File: src/rtl/fp_multiplier.sv
// Sequential IEEE754 single multiplier (24-step shift-and-add, DAZ, round-half-up on guard); start to done in 28 cycles, start ignored while busy.
// Define FP_MUL_SPECIAL_EN to give NaN/infinity inputs IEEE special-case results instead of the overflow path.
module fp_multiplier #(
    parameter int MANT_W   = 24,
    parameter int EXP_BIAS = 127
) (
    input  logic        clk,
    input  logic        rst,
    input  logic        mul_start,
    input  logic [31:0] inputa_754,
    input  logic [31:0] inputb_754,
    output logic        mul_busy,
    output logic [31:0] mul_result_754,
    output logic        mul_done
);

    localparam int PW    = 2 * MANT_W;
    localparam int FW    = MANT_W - 1;
    localparam int CNT_W = $clog2(MANT_W);
    localparam logic [CNT_W-1:0] CNT_LAST = CNT_W'(MANT_W - 1);

    typedef enum logic [4:0] {
        IDLE = 5'b00001,
        INIT = 5'b00010,
        EXE  = 5'b00100,
        NORM = 5'b01000,
        DONE = 5'b10000
    } state_t;

    state_t             state_q, state_d;
    logic [CNT_W-1:0]   cnt_q, cnt_d;
    logic [PW-1:0]      prod_q, prod_d;
    logic [MANT_W-1:0]  ma_q, ma_d, mb_q, mb_d;
    logic signed [9:0]  esum_q, esum_d;
    logic               sign_q, sign_d;
    logic               zero_q, zero_d;
    logic [31:0]        result_q, result_d;
`ifdef FP_MUL_SPECIAL_EN
    logic               nan_q, nan_d;
    logic               inf_q, inf_d;
`endif

    logic [FW-1:0]      frac_pre, frac_rnd;
    logic               guard, carry;
    logic signed [9:0]  esum_n;
    logic [31:0]        norm_res;

    // Normalise the product and pick the packed result from the latched flags.
    always_comb begin
        frac_pre = prod_q[PW-1] ? prod_q[PW-2 -: FW] : prod_q[PW-3 -: FW];
        guard    = prod_q[PW-1] ? prod_q[PW-2-FW]    : prod_q[PW-3-FW];
        esum_n   = esum_q + (prod_q[PW-1] ? 10'sd1 : 10'sd0);
        {carry, frac_rnd} = {1'b0, frac_pre} + {{FW{1'b0}}, guard};
        if (carry) begin
            esum_n = esum_n + 10'sd1;
        end
        norm_res = {sign_q, esum_n[7:0], frac_rnd};
`ifdef FP_MUL_SPECIAL_EN
        if (nan_q || (inf_q && zero_q)) begin
            norm_res = 32'h7FC0_0000;
        end else if (inf_q) begin
            norm_res = {sign_q, 8'hFF, 23'b0};
        end else
`endif
        if (zero_q) begin
            norm_res = {sign_q, 31'b0};
        end else if (esum_n >= 10'sd255) begin
            norm_res = {sign_q, 8'hFF, 23'b0};
        end else if (esum_n <= 10'sd0) begin
            norm_res = {sign_q, 31'b0};
        end
    end

    always_comb begin
        state_d  = state_q;
        cnt_d    = cnt_q;
        prod_d   = prod_q;
        ma_d     = ma_q;
        mb_d     = mb_q;
        esum_d   = esum_q;
        sign_d   = sign_q;
        zero_d   = zero_q;
        result_d = result_q;
`ifdef FP_MUL_SPECIAL_EN
        nan_d    = nan_q;
        inf_d    = inf_q;
`endif
        unique case (state_q)
            IDLE: begin
                if (mul_start) begin
                    state_d = INIT;
                end
            end
            INIT: begin
                sign_d  = inputa_754[31] ^ inputb_754[31];
                ma_d    = {1'b1, inputa_754[FW-1:0]};
                mb_d    = {1'b1, inputb_754[FW-1:0]};
                esum_d  = $signed({2'b00, inputa_754[30:23]}) + $signed({2'b00, inputb_754[30:23]})
                          - $signed(10'(EXP_BIAS));
                zero_d  = (inputa_754[30:23] == 8'h00) || (inputb_754[30:23] == 8'h00);
`ifdef FP_MUL_SPECIAL_EN
                nan_d   = ((inputa_754[30:23] == 8'hFF) && (inputa_754[22:0] != 23'b0)) ||
                          ((inputb_754[30:23] == 8'hFF) && (inputb_754[22:0] != 23'b0));
                inf_d   = ((inputa_754[30:23] == 8'hFF) && (inputa_754[22:0] == 23'b0)) ||
                          ((inputb_754[30:23] == 8'hFF) && (inputb_754[22:0] == 23'b0));
`endif
                cnt_d   = '0;
                prod_d  = '0;
                state_d = EXE;
            end
            EXE: begin
                // mb is shifted left so its MSB is always mb[MANT_W-1-cnt] of the original.
                prod_d = {prod_q[PW-2:0], 1'b0} + (mb_q[MANT_W-1] ? {{MANT_W{1'b0}}, ma_q} : {PW{1'b0}});
                mb_d   = {mb_q[MANT_W-2:0], 1'b0};
                cnt_d  = cnt_q + CNT_W'(1);
                if (cnt_q == CNT_LAST) begin
                    state_d = NORM;
                end
            end
            NORM: begin
                result_d = norm_res;
                state_d  = DONE;
            end
            DONE: begin
                state_d = IDLE;
            end
            default: begin
                state_d = IDLE;
            end
        endcase
    end

    always_ff @(posedge clk) begin
        if (rst) begin
            state_q  <= IDLE;
            cnt_q    <= '0;
            prod_q   <= '0;
            ma_q     <= '0;
            mb_q     <= '0;
            esum_q   <= '0;
            sign_q   <= 1'b0;
            zero_q   <= 1'b0;
            result_q <= '0;
`ifdef FP_MUL_SPECIAL_EN
            nan_q    <= 1'b0;
            inf_q    <= 1'b0;
`endif
        end else begin
            state_q  <= state_d;
            cnt_q    <= cnt_d;
            prod_q   <= prod_d;
            ma_q     <= ma_d;
            mb_q     <= mb_d;
            esum_q   <= esum_d;
            sign_q   <= sign_d;
            zero_q   <= zero_d;
            result_q <= result_d;
`ifdef FP_MUL_SPECIAL_EN
            nan_q    <= nan_d;
            inf_q    <= inf_d;
`endif
        end
    end

    assign mul_busy       = (state_q != IDLE);
    assign mul_done       = (state_q == DONE);
    assign mul_result_754 = result_q;

endmodule

File: config.mk
export PLATFORM = sky130hd
export DESIGN_NAME = fp_multiplier
export DESIGN_NICKNAME = d
export VERILOG_FILES = /design/src/rtl/fp_multiplier.sv
export SDC_FILE = /design/constraint.sdc
export NUM_CORES = 1
export LEC_CHECK = 0
export ABC_CLOCK_PERIOD_IN_PS = 9800
export CORE_ASPECT_RATIO = 0.5
export CORE_MARGIN = 2
export CORE_UTILIZATION = 60
export CTS_CLUSTER_SIZE = 25
export DETAILED_ROUTE_END_ITERATION = 8
export PLACE_DENSITY_LB_ADDON = 0.08
export SETUP_SLACK_MARGIN = 0.1
export SYNTH_ARGS = -nofsm -noshare
export SYNTH_HDL_FRONTEND = slang
export SYNTH_SLANG_ARGS = --single-unit
File: constraint.sdc
create_clock -name clk -period 9.8 [get_ports clk]
set_input_delay 1.96 -clock clk [delete_from_list [all_inputs] [get_ports clk]]
set_output_delay 1.96 -clock clk [all_outputs]
set_load 0.005 [all_outputs]
* Yosys cells after proc, flatten, opt, wreduce, memory -nomap -nowiden
Cells that the tools add are included.
Operators by class: add/subtract/negate cells 7, $lt $le $gt $ge 2, equal/unequal tests 9, mux-type cells 14, bitwise logic cells 1, reductions and logical operators 5
Operators with widths (count):
- 48-bit one-hot mux with 2 select lines | 1
- 31-bit two-way mux | 3
- 48-bit by 24-bit adder with 48-bit output | 1
- 24-bit one-hot mux with 2 select lines | 1
- 23-bit by 1-bit adder with 24-bit output | 1
- 24-bit two-way mux | 1
- 23-bit two-way mux | 1
- 5-bit one-hot mux with 4 select lines | 1
- 8-bit zero test | 2
- 10-bit by 2-bit adder with 10-bit output | 1
- 10-bit by 2-bit adder with 10-bit output, second input constant | 1
- 5-bit equality test, second input constant | 2
- 10-bit by 9-bit greater-or-equal comparator with 1-bit output, second input constant | 1
- 10-bit by 1-bit less-or-equal comparator with 1-bit output, second input constant | 1
- 10-bit two-way mux | 1
- 5-bit two-way mux | 2
- 5-bit one-hot mux with 2 select lines | 1
- 9-bit by 7-bit subtractor with 10-bit output, second input constant | 1
- 8-bit by 8-bit adder with 9-bit output | 1
- 5-bit by 1-bit adder with 5-bit output, second input constant | 1
- 5-bit by 1-bit equality test with 1-bit output, second input constant | 1
- 5-bit by 2-bit equality test with 1-bit output, second input constant | 1
- 5-bit by 3-bit equality test with 1-bit output, second input constant | 1
- 5-bit by 4-bit equality test with 1-bit output, second input constant | 1
- other kinds (7) | 9
Word-level totals: bits in registers 150, output and inout port bits 34

* Longest topological paths before layout
depth in word-level cells 8, depth in mapped cells 15, gate-level depth less buffers 13

* Least setup slack after synthesis
Ideal clock, no wire load.
path type input to register, from input port inputa_754[24], to register esum_q[7], arrival 3.805 ns, path slack 5.863 ns, stages 11, path through ha_1 > ha_1 > fa_1 > a21o_1 > a21oi_1 > nor2b_1 > nor2_1 > nor2_1 > or3_1 > nand3_1 > a21oi_1
Between the ends: cells in the longest elaborated chain, start to end 2
RTL lines:
- start: declaration | line 10 | input logic [31:0] inputa_754,
- 8-bit by 8-bit adder with 9-bit output | line 98 | esum_d = $signed({2'b00, inputa_754[30:23]}) + $signed({2'b00, inputb_754[30:23]})
- 9-bit by 7-bit subtractor with 10-bit output | line 99 | - $signed(10'(EXP_BIAS));
- end signal: assignment | line 154 | esum_q <= esum_d;
- end: declaration | line 34 | logic signed [9:0] esum_q, esum_d;
No other way between the ends. A chain may end at the register's enable or synchronous reset.

* Worst setup path after layout
from register prod_q[47], to register result_q[2] (netlist: mul_result_754[2])
Between the ends: cells in the longest elaborated chain, start to end 8
RTL lines:
- start: declaration | line 32 | logic [PW-1:0] prod_q, prod_d;
- start signal: assignment | line 151 | prod_q <= prod_d;
- 1-bit two-way mux | line 52 | esum_n = esum_q + (prod_q[PW-1] ? 10'sd1 : 10'sd0);
- 10-bit by 2-bit adder with 10-bit output | line 52
- 10-bit by 2-bit adder with 10-bit output | line 55 | esum_n = esum_n + 10'sd1;
- 10-bit two-way mux | line 54 | if (carry) begin
- 10-bit by 1-bit less-or-equal comparator with 1-bit output | line 69 | end else if (esum_n <= 10'sd0) begin
- 31-bit two-way mux | line 69
- 31-bit two-way mux * | line 67 | end else if (esum_n >= 10'sd255) begin
- 31-bit two-way mux * | line 65 | if (zero_q) begin
- end signal: assignment | line 157 | result_q <= result_d;
- end: declaration | line 37 | logic [31:0] result_q, result_d;
Mark *: on every way between the ends. The rest lies on a longest branch, timed or not.

==> results.json <==
{
  "cts_resized": 0,
  "worst_ep_arrival_time_ns": 5.11,
  "ys_seq_area_share_pct": 32.6,
  "startpoint_type": "flip-flop",
  "leakagePower_nw": 3.90,
  "routed_via_density": 6.05,
  "gp_congestion": 0.947,
  "postCtsHoldBufs": 0,
  "routed_wirelength_microns": 22800,
  "antenna_found_initial": 0,
  "start_util_pct": 62.4,
  "insertedDiodeCount": 0,
  "firstDrtPassIters": 6,
  "finalWorstSetupSlack_ns": 5.04,
  "worst_pin_slew_ns": 1.24,
  "relSlewSlack_pct": 17.0,
  "avgRoutedWirePerCell_microns": 16.0,
  "ys_warn_count": 0,
  "io_pins": 101,
  "ys_seq_elements": 150,
  "syn-cell-area_sq_um": 9200,
  "crit_fanout": 46,
  "synthCells": 1171,
  "row_count": 31,
  "final_nets": 1336,
  "drc": 0,
  "drtAntennaViolNets": 0,
  "min_period_over_period_pct": 48.6,
  "cts_tree": "yes",
  "async_flop_share_pct": 0,
  "ir_drop_v": 0.000125,
  "clk_pin_slew_ns": 0.07,
  "required_ns": 10.15,
  "hold_viol": 0,
  "avgSynthCellArea_sq_um": 7.86,
  "vias": 8668,
  "coreArea_sq_um": 14700,
  "final_cell_mix": "nand2_1 (193), dfxtp_1 (149), clkdlybuf4s50_1 (99)",
  "grt_max_degree": 92,
  "clock.fmax_mhz": 210,
  "timing.max_cap.violations": 0,
  "synth_fp_nets": 1284,
  "place_area_sq_um": 10200,
  "run_status": "finished, final reports clean",
  "areaGrowthSynthToFinish_pct": 16.9,
  "worstHoldPathType": "flip-flop to flip-flop",
  "htreeDepth": 4,
  "grt.overflow.total": 0,
  "final_util_pct": 73.0,
  "clkSinkCount": 150,
  "worst_skew_pair.late_latency_ns": 0.44,
  "cts_buffers": 17,
  "layout_commonest_cell": "nand2_1",
  "crit_type": "flip-flop to flip-flop",
  "p_per_area_nw_per_um2": 127,
  "dpl.hpwl_microns": 15900,
  "drtIter0Drc": 558,
  "hold_ws_ns": 0.451,
  "synth-edff-count": 0,
  "port-buffer-count": 100,
  "die_area_sq_um": 16400,
  "synth_cell_type_count": 70,
  "setup_viol": 0,
  "grt_pass1_wl_microns": 38500,
  "rsz0062_at_grt": "false",
  "finalPower_mw": 1.37,
  "grt_usage_pct": 28.8,
  "clk_path_buf_depth": 2,
  "finClkSkew_ns": 0.00949,
  "finalCriticalPeriod_ns": 4.76,
  "die_x_microns": 179,
  "drive_above_1_share_pct": 6.32,
  "die_y_microns": 91.6,
  "clock-root-buffer": "clkbuf_16",
  "end_kind": "flip-flop",
  "dp.cells": 1402,
  "grt_pass1_vias": 8181,
  "ys.flop_type": "dfxtp_1",
  "cts_setup_buffers": 0,
  "drv_slew": 0,
  "fin_area_sq_um": 10800,
  "setup_tns_ns": 0,
  "stdcell_count": 1432,
  "dp_slack_ns": 5.15
}
## state kept, by name, indices dropped and copies added, names as in the netlist
name	flops
sign_q	1
zero_q	1
mul_result_754	32
prod_q	48
cnt_q	5
state_q	5
esum_q	10
ma_q	24
mb_q	24
## layer usage
| layer | share of wire (%) | track usage [%] | vias to the layer above | wire length (microns) |
|---|---|---|---|---|
| met4 | 2.1 | 9.14 | 0 | 470 |
| li1 | - | - | 4313 | - |
| met2 | 47 | 49.1 | 250 | 10700 |
| met3 | 5.5 | 5.61 | 52 | 1250 |
| met1 | 46 | 36.6 | 4053 | 10500 |
| met5 | 0 | 0 | - | 0 |
## report_power, final
part	leakage, nW	switching, mW	internal, mW	total (mW)
combinational	2.43	0.0517	0.0510	0.103
sequential	1.21	0.00752	0.618	0.626
clock	0.258	0.265	0.373	0.638
## synth_stat cells (14+ instances only)
cell type,n,share of area (%)
a21o_1,14,1.1
a21oi_1,72,3.9
a311oi_1,17,1.6
and2_1,29,2.0
and3_1,17,1.2
clkbuf_1,59,2.4
dfxtp_1,150,33
ha_1,44,6.0
inv_1,24,0.98
mux2i_1,20,2.2
nand2_1,193,7.9
nand3_1,29,1.6
nor2_1,97,4.0
nor3_1,33,1.8
o21ai_0,57,3.1
o21ai_2,20,1.9
o22ai_1,18,1.2
xnor2_1,35,3.3
xor2_1,31,3.0
## worst max-delay path, stage by stage, from the launching register on
cell and delay [ns]:
dfxtp_2 0.96, mux2_2 0.30, ha_1 0.18, nand4_1 0.10
nor4_1 0.75, nand4b_1 0.61, nor4_1 0.38, mux2_2 0.40
nor2_1 0.35, o2111ai_2 0.16, buf_4 0.27, o21ai_0 0.20
## cell type report
type                       count  area, sq um
multi-input combinational    921         5790
fill                        1152         3980
sequential                   150         3000
timing repair buffer         109         1060
clock buffer                  19          433
tap                          198          248
clock inverter                11          129
inverter                      24         90.1
## logic make-up (layout without fill, tap and decap cells)
kind of cell	after synthesis	in the layout	share of synthesized area, %
buffers and inverters	100	163	4.47
AND/OR/NAND/NOR	477	477	24.8
adder cells (fa/ha/maj)	46	46	6.42
XOR/XNOR	66	66	6.28
multiplexers	26	26	2.91
AO/OA/AOI/OAI	306	306	22.5
flip-flops	150	150	32.6
## worst paths after layout
kind              cells after the start       start  slack, ns                 to
setup / recovery                     11  prod_q[47]       5.04  mul_result_754[2]
hold reg to reg                       2    ma_q[19]       0.45           ma_q[19]
setup reg to reg                     11  prod_q[47]       5.04  mul_result_754[2]
hold / removal                        2    ma_q[19]       0.45           ma_q[19]
Note: power is estimated with default switching activity, not from simulation.
